File: src/rtl/change_dispenser_pkg.sv
// Shared types and constants for the change dispenser: coin denominations
// and the payout controller states.
package change_dispenser_pkg;

  localparam int unsigned DENOM_W     = 2;
  localparam int unsigned DENOM_VAL_W = 6;
  localparam int unsigned NUM_DENOM   = 4;

  typedef enum logic [DENOM_W-1:0] {
    D1  = 2'd0,
    D5  = 2'd1,
    D10 = 2'd2,
    D50 = 2'd3
  } denom_e;

  localparam logic [DENOM_VAL_W-1:0] VAL_D1  = 6'd1;
  localparam logic [DENOM_VAL_W-1:0] VAL_D5  = 6'd5;
  localparam logic [DENOM_VAL_W-1:0] VAL_D10 = 6'd10;
  localparam logic [DENOM_VAL_W-1:0] VAL_D50 = 6'd50;

  typedef enum logic [1:0] {
    IDLE     = 2'd0,
    SELECT   = 2'd1,
    DISPENSE = 2'd2,
    FINISH   = 2'd3
  } state_e;

  function automatic logic [DENOM_VAL_W-1:0] denom_value(input denom_e d);
    case (d)
      D1:      denom_value = VAL_D1;
      D5:      denom_value = VAL_D5;
      D10:     denom_value = VAL_D10;
      default: denom_value = VAL_D50;
    endcase
  endfunction

endpackage

File: src/rtl/change_dispenser_coin_stock_counter.sv
// Per-denomination coin stock: loads to STOCK_INIT, counts down one coin per
// ejection, and flags empty in the same cycle the count reaches zero.
module coin_stock_counter #(
  parameter int unsigned STOCK_W    = 8,
  parameter int unsigned STOCK_INIT = 20
) (
  input  logic clk,
  input  logic i_load,
  input  logic i_dec,
  output logic o_empty
);

  logic [STOCK_W-1:0] r_count;
  logic               r_empty;

  always_ff @(posedge clk) begin
    if (i_load) begin
      r_count <= STOCK_W'(STOCK_INIT);
      r_empty <= (STOCK_INIT == 0);
    end else if (i_dec && (r_count != '0)) begin
      r_count <= r_count - STOCK_W'(1);
      r_empty <= (r_count == STOCK_W'(1));
    end
  end

  assign o_empty = r_empty;

endmodule

File: src/rtl/change_dispenser.sv
// Greedy coin payout controller: pays a change amount via the hopper using
// 50/10/5/1 coins limited by on-chip stock, and reports any shortfall.
module change_dispenser
  import change_dispenser_pkg::*;
#(
  parameter int unsigned AMT_W      = 8,
  parameter int unsigned STOCK_W    = 8,
  parameter int unsigned STOCK_INIT = 20
) (
  input  logic             clk,
  input  logic             reset,
  input  logic             change_valid,
  input  logic [AMT_W-1:0] change_amount,
  output logic             change_ready,
  input  logic             refill,
  output logic             hopper_req,
  output logic [1:0]       hopper_sel,
  input  logic             hopper_ack,
  output logic             done,
  output logic [AMT_W-1:0] shortfall,
  output logic [3:0]       stock_empty
);

  state_e           r_state;
  logic [AMT_W-1:0] r_remaining;
  denom_e           r_sel;
  logic             r_ready;
  logic             r_req;
  logic             r_done;
  logic [AMT_W-1:0] r_shortfall;

  logic             w_load;
  logic [3:0]       w_dec;
  logic [3:0]       w_empty;
  logic             w_found;
  denom_e           w_pick;
  logic [AMT_W-1:0] w_rem_next;

  assign w_load     = reset | (refill & (r_state == IDLE));
  assign w_rem_next = r_remaining - AMT_W'(denom_value(r_sel));

  for (genvar g = 0; g < NUM_DENOM; g++) begin : g_stock
    assign w_dec[g] = (r_state == DISPENSE) & hopper_ack & (r_sel == denom_e'(2'(g)));

    coin_stock_counter #(
      .STOCK_W    (STOCK_W),
      .STOCK_INIT (STOCK_INIT)
    ) u_stock (
      .clk     (clk),
      .i_load  (w_load),
      .i_dec   (w_dec[g]),
      .o_empty (w_empty[g])
    );
  end

  // Scan small to large so the last hit is the largest payable coin in stock.
  always_comb begin
    w_found = 1'b0;
    w_pick  = D1;
    for (int i = 0; i < NUM_DENOM; i++) begin
      if (!w_empty[i] && (AMT_W'(denom_value(denom_e'(2'(i)))) <= r_remaining)) begin
        w_found = 1'b1;
        w_pick  = denom_e'(2'(i));
      end
    end
  end

  always_ff @(posedge clk) begin
    if (reset) begin
      r_state     <= IDLE;
      r_remaining <= '0;
      r_sel       <= D1;
      r_ready     <= 1'b1;
      r_req       <= 1'b0;
      r_done      <= 1'b0;
      r_shortfall <= '0;
    end else begin
      case (r_state)
        IDLE: begin
          if (change_valid) begin
            r_remaining <= change_amount;
            r_ready     <= 1'b0;
            if (change_amount == '0) begin
              r_state     <= FINISH;
              r_done      <= 1'b1;
              r_shortfall <= '0;
            end else begin
              r_state <= SELECT;
            end
          end
        end
        SELECT: begin
          if (w_found) begin
            r_sel   <= w_pick;
            r_req   <= 1'b1;
            r_state <= DISPENSE;
          end else begin
            r_state     <= FINISH;
            r_done      <= 1'b1;
            r_shortfall <= r_remaining;
          end
        end
        DISPENSE: begin
          if (hopper_ack) begin
            r_req       <= 1'b0;
            r_remaining <= w_rem_next;
            if (w_rem_next == '0) begin
              r_state     <= FINISH;
              r_done      <= 1'b1;
              r_shortfall <= '0;
            end else begin
              r_state <= SELECT;
            end
          end
        end
        FINISH: begin
          r_done      <= 1'b0;
          r_shortfall <= '0;
          r_ready     <= 1'b1;
          r_state     <= IDLE;
        end
        default: r_state <= IDLE;
      endcase
    end
  end

  assign change_ready = r_ready;
  assign hopper_req   = r_req;
  assign hopper_sel   = r_sel;
  assign done         = r_done;
  assign shortfall    = r_shortfall;
  assign stock_empty  = w_empty;

endmodule

File: config.mk
export PLATFORM = sky130hd
export DESIGN_NAME = change_dispenser
export DESIGN_NICKNAME = d
export VERILOG_FILES = /design/src/rtl/change_dispenser_pkg.sv /design/src/rtl/change_dispenser_coin_stock_counter.sv /design/src/rtl/change_dispenser.sv
export SDC_FILE = /design/constraint.sdc
export NUM_CORES = 1
export LEC_CHECK = 0
export ABC_AREA = 1
export CAP_MARGIN = 25
export CORE_MARGIN = 3
export CORE_UTILIZATION = 59
export DETAILED_ROUTE_END_ITERATION = 6
export PLACE_DENSITY_LB_ADDON = 0.1
export SETUP_SLACK_MARGIN = 0.2
export SYNTH_ARGS = -nofsm -noshare
export SYNTH_HDL_FRONTEND = slang
export SYNTH_HIERARCHICAL = 1
export SYNTH_SLANG_ARGS = --single-unit
File: constraint.sdc
create_clock -name clk -period 2.4 [get_ports clk]
set_input_delay 0.36 -clock clk [delete_from_list [all_inputs] [get_ports clk]]
set_output_delay 0.36 -clock clk [all_outputs]
set_load 0.03 [all_outputs]
==> qor.tcl, run 1 <==
set qor(run_status) {completed}
set qor(die_h_um) 87.5
set qor(critical_path.most_common_cell) {sky130_fd_sc_hd__nand2_2}
set qor(p_leak_nw) 2.05
set qor(multi_input_comb_area_um2) 2430
set qor(placement.setup.worst_slack_ns) 0.161
set qor(synth.area.top_cells) {sky130_fd_sc_hd__dfxtp_1, sky130_fd_sc_hd__nand2_1, sky130_fd_sc_hd__inv_1}
set qor(intPower_mw) 2.13
set qor(vias_per_cell) 5.22
set qor(clock_path_buffers) 2
set qor(worst-path-max-fanout) 7
set qor(largest_net_degree_at_the_start_of_global_routing) 16
set qor(p_sw_mw) 1.28
set qor(input_output_buffers) 29
set qor(gpl.final_weighted_congestion) 0.958
set qor(crit_chain) {inv_2 -> or2_4 -> ha_4 -> or2_4 -> nand2_2 -> nand2_2 -> nand2_1 -> nand3_2 -> nor2_2 -> nand2_2 -> nand2_4 -> nand2_4 -> nor2_1 -> nor2_1}
set qor(timing.critical_path.slowest_cell_delay_ns) 0.37
set qor(dp.final_hpwl_um) 6470
set qor(synthesis.area_per_instance_um2) 6.66
set qor(hold_path_class) {register to register}
set qor(synthArstFlopShare_pct) 0
set qor(finalHoldWorstSlack_ns) 0.454
set qor(cts_hold_buffers) 0
set qor(track_usage_pct) 24.1
set qor(holdPathStages) 2
set qor(dr_total_vias) 3734
set qor(setup_ws_ns) 0.244
set qor(yosys.area_share.xor_xnor_pct) 2.01
set qor(critical_path_arrival_ns) 2.39
set qor(finalCritPeriodShare_pct) 89.8
set qor(globalRoute.totalOverflow) 0
set qor(die_x_um) 87.5
set qor(timing.final.setup_violations) 0
set qor(synth.net_count) 620
set qor(pwr-share-seq_pct) 34.2
set qor(finClkSkew_ns) 0.00554
set qor(final_antenna_net_count) 0
set qor(core_region_area_um2) 6390
set qor(cts_tree) {done}
set qor(worstSetupPathType) {register to register}
set qor(timing.fmax_mhz) 464
set qor(switching_share_pct) 37.5
set qor(dr.pass1.iters) 4
set qor(insertion_delay_ns) 0.34
set qor(post_route_setup_tns_ns) 0
set qor(fp-row-count) 29
set qor(synthesized_instance_count) 588
set qor(fraction_of_the_yosys_area_taken_by_sequential_cells_pct) 30.2
set qor(critPathRequiredTime_ns) 2.64
set qor(end_kind) {register}
set qor(post_synth_fa_ha_maj_area_fraction_pct) 6.26
set qor(yosysWarningCount) 6
set qor(timing.critical_path.slowest_stage_cell) {sky130_fd_sc_hd__dfxtp_4}
set qor(clock_power_share_pct) 26.9
set qor(comb_power_share_pct) 39.0
set qor(cts.reportedPaths.clkPinSlew_ns) 0.06
set qor(synth_compound_area_share_pct) 13.8
set qor(startpoint_type) {register}
set qor(post-synth-top-area-cell) {sky130_fd_sc_hd__dfxtp_1}
set qor(first_global_vias) 3337
set qor(drcViolationCount) 0
set qor(timing_hold_violations_final) 0
set qor(post_synth_mux_area_share_pct) 0
set qor(max-slew-margin-rel_pct) 68.9
set qor(reg2reg_depth) 14
set qor(final-instance-count-excl-fill) 715
set qor(mappedNetlistArea_um2) 3920
set qor(area_growth_syn_to_layout_pct) 18.8
set qor(placed_cells) 692
set qor(timing.rr.start) {hopper_sel[1]$_SDFFE_PP0P_}
set qor(antenna_found_initial) 0
set qor(root_buffer) {sky130_fd_sc_hd__clkbuf_8}
set qor(antenna_cells_inserted) 0
set qor(worst_setup_path_startpoint) {hopper_sel[1]$_SDFFE_PP0P_}
set qor(area_post_placement_um2) 4280
set qor(power.ir.vdd_worst_mv) 0.609
set qor(layout.filler_cells) 535
set qor(transition_time_at_the_pin_with_the_least_slew_margin_ns) 0.465
set qor(drt-total-wl_um) 9100
set qor(top_level_ports) 30
set qor(synth_edf_count) 0
set qor(iteration_0_drc_count_of_the_detailed_router) 148
set qor(final_layout_size_suffix_gt1_share_pct) 21.5
set qor(maxCapViolCount) 0
set qor(rsz0062_at_grt) {true}
set qor(register_area_um2) 1190
set qor(die-area_um2) 7650
set qor(finalInstanceArea_um2) 4650
set qor(yosys.area.top_type_share_pct) 30.2
set qor(ys_dominant_reg_cell) {sky130_fd_sc_hd__dfxtp_1}
set qor(tritoncts_num_sinks) 59
set qor(routed_wl_per_cell_um) 12.7
set qor(htree_num_levels) 3
set qor(cellPowerDensity_nw_per_um2) 732
set qor(count_of_state_elements_after_synthesis) 59
set qor(timing.final.crit_period_ns) 2.16
set qor(slew_violations) 0
set qor(min_from) {change_ready$_SDFFE_PP1P_}
set qor(finalCoreUtilization_pct) 72.9
set qor(tritoncts.num_buffers) 9
set qor(finalPower_mw) 3.41
set qor(nets) 666
set qor(synth_cell_types) 37
set qor(grt_first_pass_wirelength_um) 14800
set qor(start_util_pct) 61.3
set qor(combinational_family_with_the_most_area_after_synthesis) {simple AND/OR/NAND/NOR gates}
set qor(synth_simple_gate_area_share_pct) 36.4
[cell families (layout without fill, tap and decap cells)]
kind of cell / Yosys count / count (layout)
AND/OR/NAND/NOR: 316 / 317
buffers and inverters: 101 / 150
AO/OA/AOI/OAI: 84 / 84
flip-flops: 59 / 59
adder cells (fa/ha/maj): 19 / 19
XOR/XNOR: 9 / 9
[worst paths after layout]
path | to | slack, ns
worst min register to register | change_ready$_SDFFE_PP1P_ | 0.45
worst min-delay path | change_ready$_SDFFE_PP1P_ | 0.45
worst max register to register | shortfall[6]$_SDFFE_PP0P_ | 0.24
worst max-delay path | shortfall[6]$_SDFFE_PP0P_ | 0.24
[cells in the mapped netlist, types with 2 or more instances]
| master | count |
|---|---|
| sky130_fd_sc_hd__o21ai_0 | 25 |
| sky130_fd_sc_hd__inv_2 | 11 |
| sky130_fd_sc_hd__a21oi_1 | 28 |
| sky130_fd_sc_hd__inv_1 | 80 |
| sky130_fd_sc_hd__a21oi_2 | 8 |
| sky130_fd_sc_hd__buf_8 | 2 |
| sky130_fd_sc_hd__a31oi_1 | 7 |
| sky130_fd_sc_hd__a21oi_4 | 4 |
| sky130_fd_sc_hd__xor2_1 | 8 |
| sky130_fd_sc_hd__nor2_2 | 7 |
| sky130_fd_sc_hd__o211ai_1 | 4 |
| sky130_fd_sc_hd__nand2_2 | 38 |
| sky130_fd_sc_hd__buf_6 | 5 |
| sky130_fd_sc_hd__nand3_1 | 34 |
| sky130_fd_sc_hd__dfxtp_1 | 59 |
| sky130_fd_sc_hd__nand4_1 | 5 |
| sky130_fd_sc_hd__nor2_4 | 4 |
| sky130_fd_sc_hd__clkbuf_1 | 2 |
| sky130_fd_sc_hd__ha_1 | 18 |
| sky130_fd_sc_hd__nor2_1 | 73 |
| sky130_fd_sc_hd__a211oi_1 | 4 |
| sky130_fd_sc_hd__nand2_1 | 147 |
[worst max-delay path: cells and delay by family, from the launching register on]
kind          cells  cell delay [ns]
fa+ha+maj         1             0.23
buf+inv           1             0.05
flops             1             0.37
simple gates     12             1.39
[cell usage in the layout, fill, tap and decap left out, drive strengths merged, types with 15 or more instances in the layout]
cell	n
inv	91
ha	18
o21ai	25
nand3	35
nand2	187
a21oi	40
dfxtp	59
nor2	85
clkdlybuf4s50	29
buf	15
[repair_timing]
item / CTS / global route
setup buffers: 5 / 2
pin swaps: 3 / 16
endpoints found under the setup margin: 9 / 10
gates resized for setup: 4 / 31
cloned: 1 / 0
[power groups by stage]
stage	clock [mW]	combinational (mW)	sequential, mW
after detailed placement	0	1.11	1.18
after global placement	0	1.10	1.18
after floorplan	0	0.768	1.24
after CTS	0.929	1.16	1.15
final	0.916	1.33	1.16
after global routing	0.974	1.45	1.17
[sequential cells by signal, summed over array words and instances, names as in the netlist]
register                 cells
done                         1
hopper_req                   1
r_state                      2
shortfall                    8
g_stock.u_stock/o_empty      4
r_remaining                  8
hopper_sel                   2
g_stock.u_stock/r_count     32
change_ready                 1
[area by class of cell]
type	instances	share of cell area, %
tap	77	2.07
inverter	91	7.34
sequential	59	25.5
clock inverter	2	0.753
clock buffer	13	3.41
timing repair buffer	44	8.74
multi-input combinational	429	52.2
[routing by layer]
layer	share of wire (%)	up-vias	track usage [%]
met2	48	86	39.9
met3	4.2	17	3.78
li1	-	1937	-
met5	0	-	0
met4	1.8	0	9.07
met1	46	1694	31.4
(Power assumes the default switching activity.)
==> inputs of run 2 (changes only) <==
--- a/config.mk
+++ b/config.mk
@@ -6,7 +6,7 @@
 export NUM_CORES = 1
 export LEC_CHECK = 0
 export ABC_AREA = 1
-export CAP_MARGIN = 25
+export ABC_CLOCK_PERIOD_IN_PS = 2400
 export CORE_MARGIN = 3
 export CORE_UTILIZATION = 59
 export DETAILED_ROUTE_END_ITERATION = 6
==> results of run 2 <==
The final DEF is identical to that of run 1; final timing and power are the same.
==> inputs of run 3 (changes only) <==
--- a/config.mk
+++ b/config.mk
@@ -8,7 +8,7 @@
 export ABC_AREA = 1
 export ABC_CLOCK_PERIOD_IN_PS = 2400
 export CORE_MARGIN = 3
-export CORE_UTILIZATION = 59
+export CORE_UTILIZATION = 45
 export DETAILED_ROUTE_END_ITERATION = 6
 export PLACE_DENSITY_LB_ADDON = 0.1
 export SETUP_SLACK_MARGIN = 0.2
==> run 3 against run 2 <==
Net effect: highest routed layer unchanged; total power fell by 2.8%; non-clock buffer count fell by 3; first-iteration DRC count down 47%; register-to-register slack improved by 0.03 ns; sequential cell count unchanged; via count down 1.6%.
==> qor.tcl, run 3 (synthesis results as in run 1) <==
set qor(run_status) {completed}
set qor(clock_path_buffers) 2 ;# unchanged
set qor(path_depth) 15 ;# +1
set qor(fp-row-count) 33 ;# +14%
set qor(intPower_mw) 2.05 ;# -3.6%
set qor(first_global_vias) 3333 ;# -0.12%
set qor(timing.fmax_mhz) 469 ;# +1.2%
set qor(power.ir.vdd_worst_mv) 0.374 ;# -39%
set qor(end_kind) {register}
set qor(startpoint_type) {register}
set qor(cellPowerDensity_nw_per_um2) 716 ;# -2.2%
set qor(reg2reg_depth) 15 ;# +1
set qor(finClkSkew_ns) 0.0118 ;# +0.00622 ns
set qor(finalCritPeriodShare_pct) 88.8 ;# -1.0 points
set qor(clock_power_share_pct) 26.7 ;# -0.2 points
set qor(htree_num_levels) 3 ;# unchanged
set qor(finalInstanceArea_um2) 4630 ;# -0.62%
set qor(input_output_buffers) 29 ;# unchanged
set qor(core_region_area_um2) 8340 ;# +31%
set qor(post_route_setup_tns_ns) 0 ;# unchanged
set qor(vias_per_cell) 4.96 ;# -5.1%
set qor(start_util_pct) 47.0 ;# -14 points
set qor(switching_share_pct) 38.0 ;# +0.47 points
set qor(die-area_um2) 9860 ;# +29%
set qor(endpoint) {shortfall[6]$_SDFFE_PP0P_}
set qor(drt-total-wl_um) 9100 ;# about the same
set qor(largest_net_degree_at_the_start_of_global_routing) 18 ;# +2
set qor(timing.rr.start) {hopper_sel[1]$_SDFFE_PP0P_}
set qor(timing.critical_path.slowest_cell_delay_ns) 0.39 ;# +0.02 ns
set qor(worstSetupPathType) {register to register}
set qor(cts_tree) {done}
set qor(track_usage_pct) 19.1 ;# -5.0 points
set qor(drcViolationCount) 0 ;# unchanged
set qor(rsz0062_at_grt) {true}
set qor(p_leak_nw) 2.03 ;# -0.99%
set qor(layout.filler_cells) 810 ;# +51%
set qor(iteration_0_drc_count_of_the_detailed_router) 78 ;# -47%
set qor(critical-path-top-delay-family) {simple AND/OR/NAND/NOR gates}
set qor(tritoncts.num_buffers) 9 ;# unchanged
set qor(area_post_placement_um2) 4310 ;# +0.82%
set qor(crit_chain) {inv_4 -> or2_4 -> ha_4 -> or2_4 -> nand2_2 -> nand2_2 -> nand2_1 -> nand3_1 -> nor2_1 -> nand2_2 -> nand2_4 -> nand2_4 -> nand2_1 -> nand2_1 -> nor2_1}
set qor(timing.final.setup_violations) 0 ;# unchanged
set qor(gpl.final_weighted_congestion) 0.872 ;# -9.0%
set qor(antenna_cells_inserted) 0 ;# unchanged
set qor(multi_input_comb_area_um2) 2390 ;# -1.4%
set qor(grt_first_pass_wirelength_um) 15400 ;# +4.2%
set qor(antenna_found_initial) 0 ;# unchanged
set qor(max-slew-margin-rel_pct) 74.8 ;# +5.9 points
set qor(final_cell_mix) {sky130_fd_sc_hd__nand2_1, sky130_fd_sc_hd__inv_1, sky130_fd_sc_hd__nor2_1}
set qor(dr.pass1.iters) 4 ;# unchanged
set qor(dp.final_hpwl_um) 6720 ;# +3.9%
set qor(insertion_delay_ns) 0.34 ;# about the same
set qor(die_x_um) 99.3 ;# +14%
set qor(mostFrequentLayoutCell) {sky130_fd_sc_hd__nand2_1}
set qor(timing_hold_violations_final) 0 ;# unchanged
set qor(number_of_flip_flops_under_the_largest_register_name) 32 ;# unchanged
set qor(reg2reg_setup_slack_ns) 0.27 ;# +0.03 ns
set qor(timing.final.crit_period_ns) 2.13 ;# -0.0252 ns
set qor(pwr-share-seq_pct) 35.0 ;# +0.8 points
set qor(final-instance-count-excl-fill) 741 ;# +3.6%
set qor(cp.buffers_inverters) 1 ;# unchanged
set qor(worst-path-max-fanout) 6 ;# -1
set qor(nets) 663 ;# -0.45%
set qor(comb_power_share_pct) 38.3 ;# -0.7 points
set qor(final_antenna_net_count) 0 ;# unchanged
set qor(register_area_um2) 1190 ;# -0.11%
set qor(root_buffer) {sky130_fd_sc_hd__clkbuf_8}
set qor(final_layout_size_suffix_gt1_share_pct) 20.0 ;# -1.5 points
set qor(dr_total_vias) 3673 ;# -1.6%
set qor(globalRoute.totalOverflow) 0 ;# unchanged
set qor(maxCapViolCount) 0 ;# unchanged
set qor(slew_violations) 0 ;# unchanged
set qor(timing.critical_path.slowest_stage_cell) {sky130_fd_sc_hd__dfxtp_4}
set qor(routed_wl_per_cell_um) 12.3 ;# -3.5%
set qor(placed_cells) 720 ;# +4.0%
set qor(die_h_um) 99.3 ;# +14%
set qor(cts.reportedPaths.clkPinSlew_ns) 0.07 ;# about the same
set qor(timing.rr.end) {shortfall[6]$_SDFFE_PP0P_}
set qor(critPathRequiredTime_ns) 2.68 ;# +0.04 ns
set qor(worst_setup_path_startpoint) {hopper_sel[1]$_SDFFE_PP0P_}
set qor(tritoncts_num_sinks) 59 ;# unchanged
set qor(top_level_ports) 30 ;# unchanged
set qor(p_sw_mw) 1.26 ;# -1.6%
set qor(critical_path_arrival_ns) 2.41 ;# +0.02 ns
set qor(largest-register) {g_stock.u_stock/r_count}
set qor(hold_path_class) {register to register}
set qor(area_growth_syn_to_layout_pct) 18.1
set qor(transition_time_at_the_pin_with_the_least_slew_margin_ns) 0.377 ;# -0.0878 ns
[run 3: cell types whose count changed in the layout (fill, tap and decap cells not counted), sizes merged]
cell | before | now
clkinv | 1 | 4
buf | 15 | 12
clkbuf | 13 | 11
[run 3: final cells by class]
class | count | area share (%)
Inverter | 91 | 7.44
Sequential cell | 59 | 25.7
Clock buffer | 11 | 2.84
Tap cell | 105 | 2.84
Timing Repair Buffer | 41 | 8.30
Multi-Input combinational cell | 429 | 51.7
Clock inverter | 5 | 1.16
[run 3: tightest hold or removal path: cells and delay by family (launching register included)]
family	cells	cell delay, ns
flip-flops	1	0.31
AND/OR/NAND/NOR	2	0.10
[run 3: metrics by stage]
step,setup slack [ns],hold WS [ns],total power [mW],utilization [%]
final,0.269,0.451,3.31,55.5
after floorplan,0.266,0.419,2.01,-
after detailed placement,0.184,0.439,2.31,51.7
after global placement,0.228,0.436,2.30,51.7
after global routing,0.114,0.465,3.53,55.5
after CTS,0.197,0.452,3.24,54.3
[run 3: timing repair]
item / in CTS / in global routing
resized for setup: 1 / 26
hold buffers: 0 / 0
pin swaps: 1 / 14
endpoints found under the setup margin: 5 / 10
buffers inserted: 3 / 1
gates cloned: 1 / 0
[run 3: how the worst min path moves through the flow]
stage | startpoint | endpoint | cells past startpoint
floorplan | reset | hopper_sel[1]$_SDFFE_PP0P_ | 1
global placement | change_ready$_SDFFE_PP1P_ | change_ready$_SDFFE_PP1P_ | 2
detailed placement | change_ready$_SDFFE_PP1P_ | change_ready$_SDFFE_PP1P_ | 2
CTS | change_ready$_SDFFE_PP1P_ | change_ready$_SDFFE_PP1P_ | 2
global route | change_ready$_SDFFE_PP1P_ | change_ready$_SDFFE_PP1P_ | 2
finish | change_ready$_SDFFE_PP1P_ | change_ready$_SDFFE_PP1P_ | 2
[run 3: power groups by stage]
stage	logic, mW	registers (mW)	clock network [mW]
2_1_floorplan	0.768	1.24	0
3_3_place_gp	1.12	1.17	0
3_5_place_dp	1.13	1.17	0
4_1_cts	1.16	1.15	0.923
5_1_grt	1.41	1.17	0.949
6_report	1.27	1.16	0.886
[run 3: metal layers]
layer	track usage [%]	vias up	share of wire, %
met3	4.42	11	4.2
met2	31.1	62	46
met1	24.9	1675	48
met4	6.62	0	1.5
li1	-	1925	-
met5	0	-	0
